==> src/rtl/display_timing_gen.sv <==
// Display timing generator: free-running pixel/line counters with registered
// coordinate, sync, video_on and frame_tick outputs (one cycle behind the counters).
module display_timing_gen #(
    parameter int   H_ACTIVE   = 1024,
    parameter int   H_FP       = 24,
    parameter int   H_SYNC     = 136,
    parameter int   H_BP       = 144,
    parameter int   V_ACTIVE   = 768,
    parameter int   V_FP       = 3,
    parameter int   V_SYNC     = 6,
    parameter int   V_BP       = 29,
    parameter logic H_SYNC_POL = 1'b0,
    parameter logic V_SYNC_POL = 1'b0
) (
    input  logic        clock,
    input  logic        reset,
    output logic        horiz_sync,
    output logic        vert_sync,
    output logic        video_on,
    output logic [11:0] pixel_row,
    output logic [11:0] pixel_column,
    output logic        frame_tick
);

    localparam int H_TOTAL = H_ACTIVE + H_FP + H_SYNC + H_BP;
    localparam int V_TOTAL = V_ACTIVE + V_FP + V_SYNC + V_BP;

    localparam logic [11:0] H_LAST      = 12'(H_TOTAL - 1);
    localparam logic [11:0] V_LAST      = 12'(V_TOTAL - 1);
    localparam logic [12:0] H_VIS       = 13'(H_ACTIVE);
    localparam logic [12:0] V_VIS       = 13'(V_ACTIVE);
    localparam logic [12:0] H_SYNC_BEG  = 13'(H_ACTIVE + H_FP);
    localparam logic [12:0] H_SYNC_END  = 13'(H_ACTIVE + H_FP + H_SYNC);
    localparam logic [12:0] V_SYNC_BEG  = 13'(V_ACTIVE + V_FP);
    localparam logic [12:0] V_SYNC_END  = 13'(V_ACTIVE + V_FP + V_SYNC);

    logic [11:0] r_hcnt;
    logic [11:0] r_vcnt;
    logic [11:0] r_row;
    logic [11:0] r_col;
    logic        r_hsync;
    logic        r_vsync;
    logic        r_video_on;
    logic        r_frame_tick;

    logic        w_h_last;
    logic        w_v_last;
    logic        w_video_on;
    logic        w_hsync;
    logic        w_vsync;
    logic        w_frame_tick;
    logic [12:0] w_h_ext;
    logic [12:0] w_v_ext;

    // Decode the current counter position into next-cycle output levels.
    always_comb begin
        w_h_ext      = {1'b0, r_hcnt};
        w_v_ext      = {1'b0, r_vcnt};
        w_h_last     = (r_hcnt == H_LAST);
        w_v_last     = (r_vcnt == V_LAST);
        w_video_on   = (w_h_ext < H_VIS) && (w_v_ext < V_VIS);
        w_frame_tick = (r_hcnt == 12'd0) && (r_vcnt == 12'd0);
        if ((w_h_ext >= H_SYNC_BEG) && (w_h_ext < H_SYNC_END)) begin
            w_hsync = H_SYNC_POL;
        end else begin
            w_hsync = ~H_SYNC_POL;
        end
        // Vertical sync depends on the line count only, so it moves with the line wrap.
        if ((w_v_ext >= V_SYNC_BEG) && (w_v_ext < V_SYNC_END)) begin
            w_vsync = V_SYNC_POL;
        end else begin
            w_vsync = ~V_SYNC_POL;
        end
    end

    // Advance the raster counters and register the decoded outputs.
    always_ff @(posedge clock) begin
        if (reset) begin
            r_hcnt       <= 12'd0;
            r_vcnt       <= 12'd0;
            r_row        <= 12'd0;
            r_col        <= 12'd0;
            r_video_on   <= 1'b0;
            r_frame_tick <= 1'b0;
            r_hsync      <= ~H_SYNC_POL;
            r_vsync      <= ~V_SYNC_POL;
        end else begin
            r_row        <= r_vcnt;
            r_col        <= r_hcnt;
            r_video_on   <= w_video_on;
            r_frame_tick <= w_frame_tick;
            r_hsync      <= w_hsync;
            r_vsync      <= w_vsync;
            if (w_h_last) begin
                r_hcnt <= 12'd0;
                if (w_v_last) begin
                    r_vcnt <= 12'd0;
                end else begin
                    r_vcnt <= r_vcnt + 12'd1;
                end
            end else begin
                r_hcnt <= r_hcnt + 12'd1;
            end
        end
    end

    assign horiz_sync   = r_hsync;
    assign vert_sync    = r_vsync;
    assign video_on     = r_video_on;
    assign pixel_row    = r_row;
    assign pixel_column = r_col;
    assign frame_tick   = r_frame_tick;

endmodule

==> config.mk <==
export PLATFORM = sky130hd
export DESIGN_NAME = display_timing_gen
export DESIGN_NICKNAME = d
export VERILOG_FILES = /design/src/rtl/display_timing_gen.sv
export SDC_FILE = /design/constraint.sdc
export NUM_CORES = 1
export LEC_CHECK = 0
export CAP_MARGIN = 0
export CORE_ASPECT_RATIO = 1.75
export CORE_MARGIN = 2
export CORE_UTILIZATION = 40
export CTS_BUF_LIST = sky130_fd_sc_hd__clkbuf_4 sky130_fd_sc_hd__clkbuf_8 sky130_fd_sc_hd__clkbuf_16
export DETAILED_ROUTE_END_ITERATION = 6
export PLACE_DENSITY_LB_ADDON = 0.2
export SLEW_MARGIN = 20
export SYNTH_ARGS = -nofsm -noshare
export SYNTH_HDL_FRONTEND = slang
export SYNTH_SLANG_ARGS = --single-unit
==> constraint.sdc <==
create_clock -name clock -period 4.9 [get_ports clock]
set_clock_uncertainty 0.05 [all_clocks]
set_input_delay 0.49 -clock clock [delete_from_list [all_inputs] [get_ports clock]]
set_output_delay 0.49 -clock clock [all_outputs]
set_load 0.01 [all_outputs]
### Word-level counts from Yosys, hierarchy flattened

Index checks and enable logic that the tools add are counted.

* add/sub/neg operators: 2
* order comparisons: 6
* equal/unequal tests: 2
* muxes and demuxes: 3
* reductions and logical operators: 7

Operators by type and width (count)
* 12-bit by 1-bit adder with 12-bit output, second input constant: 2
* 12-bit zero test: 2
* 12-bit by 10-bit < comparator with 1-bit output, second input constant: 2
* 12-bit by 11-bit < comparator with 1-bit output, second input constant: 2
* 12-bit by 10-bit equality test with 1-bit output, second input constant: 1
* 12-bit by 11-bit equality test with 1-bit output, second input constant: 1
* 12-bit by 10-bit greater-or-equal comparator with 1-bit output, second input constant: 1
* 12-bit by 11-bit greater-or-equal comparator with 1-bit output, second input constant: 1
* 12-bit two-way mux: 1
* 1-bit logical AND: 4
* 1-bit two-way mux: 2
* 2-bit OR reduction: 1

* register bits after elaboration: 52
* input bits: 2
* output and inout bits: 28
* word-level logic and storage cells: 28

### Longest topological paths before layout

Gate-level depths: netlist (run 1).

* depth after elaboration: 3
* mapped depth: 6
* mapped depth without buffers: 6

### Worst setup path after synthesis (run 1)

OpenSTA, ideal clock, no wires.

* kind: register to register
* from: register r_hcnt[6]
* to: register r_vcnt[10]
* setup time: 0.073 ns
* arrival: 1.990 ns
* required time: 4.777 ns
* path slack: 2.788 ns
* stages on the path, launching flop included: 6
* path buffers: 1
* clock period less this slack: 2.112 ns
* cells stage by stage: dfxtp_1 > or4b_4 > or4_1 > buf_2 > or3_1 > a21oi_1

* word-level cells in the longest chain between the ends: 1

RTL lines
* from (decl): line 37 `logic [11:0] r_hcnt;`
* from (signal assigned): line 102 `r_hcnt <= r_hcnt + 12'd1;`
* 12-bit by 11-bit equality test with 1-bit output: line 59 `w_h_last = (r_hcnt == H_LAST);`
* to (signal assigned): line 99 `r_vcnt <= r_vcnt + 12'd1;`
* to (decl): line 38 `logic [11:0] r_vcnt;`

Every way passes these cells.
A chain may end at the register's enable or synchronous reset.

### Worst setup path in the final report (run 1)

* from: register r_hcnt[5]
* to: register r_vcnt[4]

Same word-level chain as after synthesis.

==> run metrics, run 1 <==
layout cells sized above 1 4.237%; syn_nets approximately 220; Post-Synthesis Cell Area 1983 um^2; worst r2r src r_hcnt[5]; design area 2381 um^2; vias per cell 5.260; initial core utilization 41.77%; Worst Tran Pin Value between 0.7 and 0.8 ns; largest net degree at the start of global routing 32; H-tree levels 2; Finished Core Util 50.14%; die outline height 97.15 um; I/O pin cnt 30; Max-cap violations 0; post-layout min period between 2 and 2.5 ns; WL per Instance around 14 um; critical path data arrival time 2.43 ns; clock root buffer clkbuf_8; Die Area 5559 um^2; Vias 1,515; P&R area growth vs syn 20.06%; worst hold path type flip-flop to flip-flop; post-CTS sizing 0; most common cell after layout, fill and taps aside dfxtp_1; drt drc 0; Sequential Power Share 62.8%; Logic pwr share 3.6%; Final Routed Wirelength 4.062 mm; Sw Share 21.17%; Setup Buffers After CTS 0; CTS Buffer Depth 2; min-delay src r_hcnt[0]; main flop type after synthesis dfxtp_1; Row Count 33; crit start category flip-flop; # diodes 0; delay of the slowest critical-path stage 0.64 ns; DR pass1 iterations 4; Fill cells 444; vias in the first global route 1,454; CTS tree done; Tcrit/Tclk final 47.18%; GRT Total Usage 16.00%; CTS buffer count 5; clock-pin transition on the worst setup and hold timing paths ~0.080 ns; P_sw 145.1 uW; R2R Setup Slk 2.59 ns; unrepaired setup endpoints after global routing false; outcome finished clean; CP Data Required Time around 5 ns; number of synthesized flops with an enable pin 0; CTS Hold Bufs 0; CP Launch Point r_hcnt[5]; WS Path Type flip-flop to flip-flop; syn avg cell area 9.399 um^2; area post-placement 2300 um^2; die width 57.23 um; Worst Path Buf+Inv 0; Hold Violations, Final 0; Worst slew margin 48.51%; worst-path fanout max 10; worst-skew pair later-pin latency 0.30 ns; Pwr Total 685.4 uW; antenna violations before repair 0; global-route wire length before repair 6.920 mm; Setup TNS 0 ns; final setup margin between 2 and 3 ns; CP top delay family simple AND/OR/NAND/NOR gates; PD cells 287.9 nW/um^2; Net count, final around 240; I/O Buffers 29; worst path cell trace or4b_4, or3_1, o21bai_1, nor2_1; Peak VDD IR 0.2330 mV; post-synthesis cell type count 34; drt initial violations 47; Pint 540.3 uW; maximum clock frequency 432.6 MHz; most frequent cells in the layout dfxtp_1, clkdlybuf4s50_1, nor2_1, nor2b_1, nand2_1; core area 4748 um^2; multi-input logic area 869.6 um^2; crit end category flip-flop; Cells after Synth 211; CTS Sinks 52; Reg area 1041 um^2; Crit-path slowest cell o21bai_1; antenna viol nets, final 0; dpl ws 2.600 ns; Yosys reg bits 52; routability cong. 0.7966; FFs w/ async S/R, synth 0%; final setup violation count 0; clock power share 33.7%; yosys warns 0; post-synthesis sequential area ratio 52.49%; Final HPWL DP ~3.0 mm; grt ovf 0; Max Transition Viols Final 0; Lkg Pwr 0.0008399 uW
stage by stage:
step | hold WS, ns | cells
after floorplan | 0.3758 | 211
after global routing | 0.4517 | 288
after detailed placement | 0.4076 | 281
after global placement | 0.3873 | 281
after CTS | 0.4275 | 288
final | 0.4191 | 288
layout make-up:
cell class / instances / share of cell area [%]
multi-input combinational: 140 / 36.52
inverter: 7 / 1.104
clock buffer: 6 / 3.205
clock inverter: 1 / 0.2102
timing repair buffer: 30 / 12.51
sequential: 52 / 43.72
tap: 52 / 2.733
routing by layer:
layer | wire [um] | track usage [%]
met5 | 0 | 0
met4 | 66 | 6.261
met3 | 121 | 4.128
met2 | 2210 | 29.27
met1 | 1663 | 16.78
power by group through the flow:
stage          clock network, uW  registers (uW)  logic, uW
6_report                     231             430       24.6
5_1_grt                      254             431       27.4
4_1_cts                      237             430       25.1
3_5_place_dp                   0             440       25.0
3_3_place_gp                   0             440       24.7
2_1_floorplan                  0             440       14.1
state kept, by name, summed over array words and instances (netlist names):
| signal | count |
|---|---|
| pixel_column | 12 |
| vert_sync | 1 |
| frame_tick | 1 |
| video_on | 1 |
| r_vcnt | 12 |
| horiz_sync | 1 |
| r_hcnt | 12 |
| pixel_row | 12 |
cell usage after synthesis, types with 3 or more instances:
cell type	n	area share (%)
a21oi_1	9	2.3
clkbuf_1	11	2.1
dfxtp_1	52	52
ha_1	6	3.8
inv_1	7	1.3
nand2_1	10	1.9
nand3_1	8	2.0
nand4_1	8	2.5
nor2_1	21	4.0
nor2b_1	20	6.3
nor3_1	3	0.76
nor4_1	5	1.6
o21ai_0	7	1.8
or3_1	8	2.5
xnor2_1	6	2.6
xor2_1	6	2.6
cells by family after synthesis:
kind of cell	Yosys count	synth area share (%)
AND/OR/NAND/NOR	100	28.71
flip-flops	52	52.49
AO/OA/AOI/OAI	22	6.057
buffers and inverters	19	3.659
XOR/XNOR	12	5.300
adder cells (fa/ha/maj)	6	3.785
worst paths after layout:
kind               endpoint  cells past startpoint
setup / recovery  r_vcnt[4]                      4
hold / removal    r_hcnt[0]                      1
setup reg to reg  r_vcnt[4]                      4
hold reg to reg   r_hcnt[0]                      1
Note: power is estimated with default switching activity, not from simulation.
==> inputs of run 2 (changes only) <==
Clock period 4.9 ns to 2 ns, I/O delays scaled along.
==> run metrics, run 2 (same netlist as run 1, synthesis figures left out) <==
Worst Tran Pin Value around 0.5 ns; largest net degree at the start of global routing 20; Vias roughly 1,600; delay of the slowest critical-path stage 0.57 ns; P_sw 377.4 uW; worst-skew pair later-pin latency ~0.30 ns; I/O Buffers 29; DRT met1 WL 1.600 mm; final setup violation count 0; worst-path fanout max 6; vias per cell ~5.3; DR top layer met4; outcome finished clean; Hold Path Depth 1; Pint 1376 uW; drt initial violations 40; maximum clock frequency approximately 510 MHz; unrepaired setup endpoints after global routing true; Net count, final 265; Crit-path slowest cell or4b_4; worst path cell trace or4b_4, or4_4, or3_1, a21oi_1; die outline height 97.15 um; hold slack 0.4133 ns; Final HPWL DP 3.378 mm; worst hold path type flip-flop to flip-flop; Row Count 33; clock root buffer clkbuf_8; antenna viol nets, final 0; I/O pin cnt 30; Finished Core Util 54.31%; CTS buffer count 5; die width approximately 57 um; initial core utilization 41.77%; PD cells ~680 nW/um^2; clock-pin transition on the worst setup and hold timing paths approximately 0.090 ns; layout cells sized above 1 14.34%; post-layout min period 1.972 ns; critical path data arrival time 2.16 ns; design area ~2600 um^2; routability cong. 0.8162; Max-cap violations 0; Final Routed Wirelength 4.410 mm; global-route wire length before repair 7.238 mm; P&R area growth vs syn 30.03%; Lkg Pwr 0.0009613 uW; # diodes 0; Die Area 5559 um^2; Max Transition Viols Final 0; R2R cell count 4; vias in the first global route 1,525; drt drc 0; CTS Buffer Depth 2; CP Data Required Time 2.19 ns; most frequent cells in the layout dfxtp_1, clkdlybuf4s50_1, nor2_1, buf_4, nor2b_1; core area 4748 um^2; final setup margin 0.02831 ns; crit start category flip-flop; metal3 WL 150 um; Hold Violations, Final 0; Logic pwr share about 4.2%; dpl ws -0.04079 ns; H-tree levels 2; antenna violations before repair 0; most common cell after layout, fill and taps aside dfxtp_1; Fill cells between 400 and 500; WL per Instance 14.23 um; R2R Setup Slk 0.03 ns; Peak VDD IR about 0.52 mV; clock power share between 30 and 40%; WS Path Type flip-flop to flip-flop; Tcrit/Tclk final between 90% and 100%; Sw Share about 22%; Worst slew margin 66.43%; area post-placement 2461 um^2; Setup TNS 0 ns; CTS Sinks between 50 and 60; grt ovf 0; CTS tree done; crit end category flip-flop; DR pass1 iterations 4; met2 routed WL ~2.5 mm; Sequential Power Share 59.9%; GRT Total Usage 16.85%
[run 2: cell count changes in the layout (fill, tap and decap cells not counted), moves of 2 or more]
| cell | before | now |
|---|---|---|
| dfxtp_2 | 0 | 3 |
| or4_1 | 2 | 0 |
| buf_4 | 1 | 21 |
| dfxtp_1 | 52 | 49 |
| or4_4 | 0 | 2 |
[run 2: path summary, 6_finish.rpt]
kind	from	endpoint
worst min-delay path	r_hcnt[0]	r_hcnt[0]
worst min register to register	r_hcnt[0]	r_hcnt[0]
worst max-delay path	r_hcnt[11]	r_vcnt[6]
worst max register to register	r_hcnt[11]	r_vcnt[6]
[run 2: cell type report]
class / instances / area, um^2 / share of cell area (%)
clock buffer: 7 / 90.09 / 3.493
clock inverter: 1 / 7.507 / 0.2911
inverter: 7 / 26.28 / 1.019
multi-input combinational: 140 / 877.1 / 34.01
sequential: 52 / 1045 / 40.51
tap: 52 / 65.06 / 2.523
timing repair buffer: 51 / 467.9 / 18.15
[run 2: power groups by stage]
| stage | clock network (uW) | logic [uW] | registers [uW] |
|---|---|---|---|
| floorplan | 0 | 34.7 | 1080 |
| global placement | 0 | 73.9 | 1070 |
| detailed placement | 0 | 74.3 | 1080 |
| CTS | 643 | 74.9 | 1050 |
| global route | 677 | 82.4 | 1050 |
| finish | 629 | 74.0 | 1050 |
[run 2: repair_timing]
| action | in CTS | in global routing |
|---|---|---|
| hold buffers | 0 | 0 |
| resized for setup | 2 | 0 |
| buffers inserted | 0 | 2 |
| setup endpoints to repair | 5 | 7 |
| pin swaps | 0 | 2 |
[run 2: metrics by stage]
step / instances / total power [uW]
after global placement: 300 / 1149
final: 310 / 1754
after floorplan: 211 / 1112
after CTS: 308 / 1769
after detailed placement: 300 / 1150
after global routing: 310 / 1812
[run 2: per-layer routing]
layer | GRT usage, % | up-vias
li1 | - | 806
met1 | 15.82 | 765
met2 | 32.10 | 47
met3 | 3.462 | 14
met4 | 9.123 | 0
met5 | 0 | -
[run 2: critical path, delay by kind of cell, from the launching register on]
| family | cells | cell delay (ns) |
|---|---|---|
| AOI/OAI and AO/OA | 1 | 0.13 |
| DFF | 1 | 0.33 |
| and+or+nand+nor | 3 | 1.40 |
==> inputs of run 3 (changes only) <==
Settings changed: CORE_UTILIZATION 40 to 47.
==> run metrics, run 3 (same netlist as run 1, synthesis figures left out) <==
worst hold path type flip-flop to flip-flop; die width between 50 and 60 um; GRT Total Usage 20.57%; # diodes 0; global-route wire length before repair 7.320 mm; Pwr Total roughly 1700 uW; unrepaired setup endpoints after global routing true; drt drc 0; Net count, final about 270; Hold Path Depth 2; crit start category flip-flop; largest net degree at the start of global routing 17; H-tree levels 2; R2R Setup Slk 0.003 ns; Worst Tran Pin Value 0.4272 ns; CP Data Required Time 2.19 ns; CTS buffer count 5; layout cells sized above 1 approximately 17%; most common cell after layout, fill and taps aside dfxtp_1; Die Area 4776 um^2; R2R cell count 4; grt ovf 0; Tcrit/Tclk final 99.86%; worst-path fanout max 6; worst r2r src r_hcnt[11]; clock root buffer clkbuf_8; vias per cell roughly 5.3; Row Count 31; initial core utilization 48.23%; hold-critical path endpoint pixel_column[1]; Max Transition Viols Final 0; CTS tree done; crit end category flip-flop; P&R area growth vs syn 30.98%; Max-cap violations 0; worst-skew pair later-pin latency 0.30 ns; CTS Buffer Depth 2; outcome finished clean; Setup TNS 0 ns; Vias 1,617; min-delay src r_hcnt[1]; DR pass1 iterations 4; Hold Violations, Final 0; Worst slew margin between 70 and 80%; CTS Sinks 52; I/O Buffers 29; critical path data arrival time between 2 and 2.5 ns; hold slack 0.4336 ns; post-layout min period 1.997 ns; drt initial violations 35; PD cells 663.9 nW/um^2; clock-pin transition on the worst setup and hold timing paths 0.09 ns; Final Routed Wirelength 4.245 mm; Peak VDD IR between 0.5 and 0.6 mV; antenna viol nets, final 0; WL per Instance 13.83 um; die outline height 89.93 um; vias in the first global route 1,572; maximum clock frequency 500.7 MHz; WS Path Type flip-flop to flip-flop; I/O pin cnt 30; core area a little over 4000 um^2; Final HPWL DP 3.194 mm; routability cong. approximately 0.83; Finished Core Util a little over three fifths; most frequent cells in the layout dfxtp_1, clkdlybuf4s50_1, nor2_1, buf_4, nor2b_1; Lkg Pwr 0.0009634 uW; reg-to-reg endpoint r_vcnt[10]; Fill cells 387; final setup violation count 0; antenna violations before repair 0
==> run 3: changes by cell type in the layout (fill, tap and decap cells not counted), sizes merged <==
cell | previous run | this run
clkbuf | 7 | 6
clkinv | 0 | 1
==> run 3: how the worst max path moves through the flow <==
| stage | to | slack (ns) | startpoint |
|---|---|---|---|
| 4_1_cts | r_vcnt[10] | 0.001 | r_hcnt[11] |
| 2_1_floorplan | r_vcnt[10] | 0.01 | r_hcnt[7] |
| 3_5_place_dp | r_vcnt[7] | -0.02 | r_hcnt[11] |
| 3_3_place_gp | r_vcnt[7] | 0.02 | r_hcnt[11] |
| 5_1_grt | r_vcnt[10] | -0.07 | r_hcnt[11] |
| 6_report | r_vcnt[10] | 0.003 | r_hcnt[11] |
==> run 3: report_power, final <==
group	internal, uW	total (uW)	leakage [uW]	switching [uW]
Clock	263	595	0.0000448	332
Sequential	1050	1050	0.000422	5.00
Combinational	38.2	79.0	0.000497	40.8
==> run 3: layout make-up <==
cell class              count  area, um^2  area share (%)
clock buffers               6       76.32           2.938
clock inverters             2       16.27          0.6262
inverters                   7       26.28           1.012
multi-input cells         140       904.6           34.83
flip-flops and latches     52        1045           40.22
well taps                  49       61.31           2.360
repair buffers             51       467.9           18.02
==> run 3: critical path, cell delays in order (launching register included) <==
cell     delay [ns]
dfxtp_2        0.34
or4b_4         0.57
or4_4          0.48
or3_4          0.39
a21oi_2        0.12
==> run 3: what timing repair did <==
item	4_1_cts	5_1_grt
endpoints found under the setup margin	6	10
setup buffers	1	0
hold buffers	0	0
gates resized for setup	2	6
pin swaps	0	2
==> run 3: per-stage QoR <==
step                      area [um^2]  instances  worst slack [ns]
after floorplan                  1998        211           0.01165
after global placement           2465        298           0.01912
after detailed placement         2465        298          -0.01685
after CTS                        2570        307          0.001446
after global routing             2597        307          -0.06914
final                            2597        307          0.002721
==> run 3: metal layers <==
layer  track usage [%]  wire length [um]  up-vias
li1                  -                 -      811
met1             22.45              1517      746
met5                 0                 0        -
met2             35.21              2394       43
met3             3.821               132       17
met4             11.75               200        0
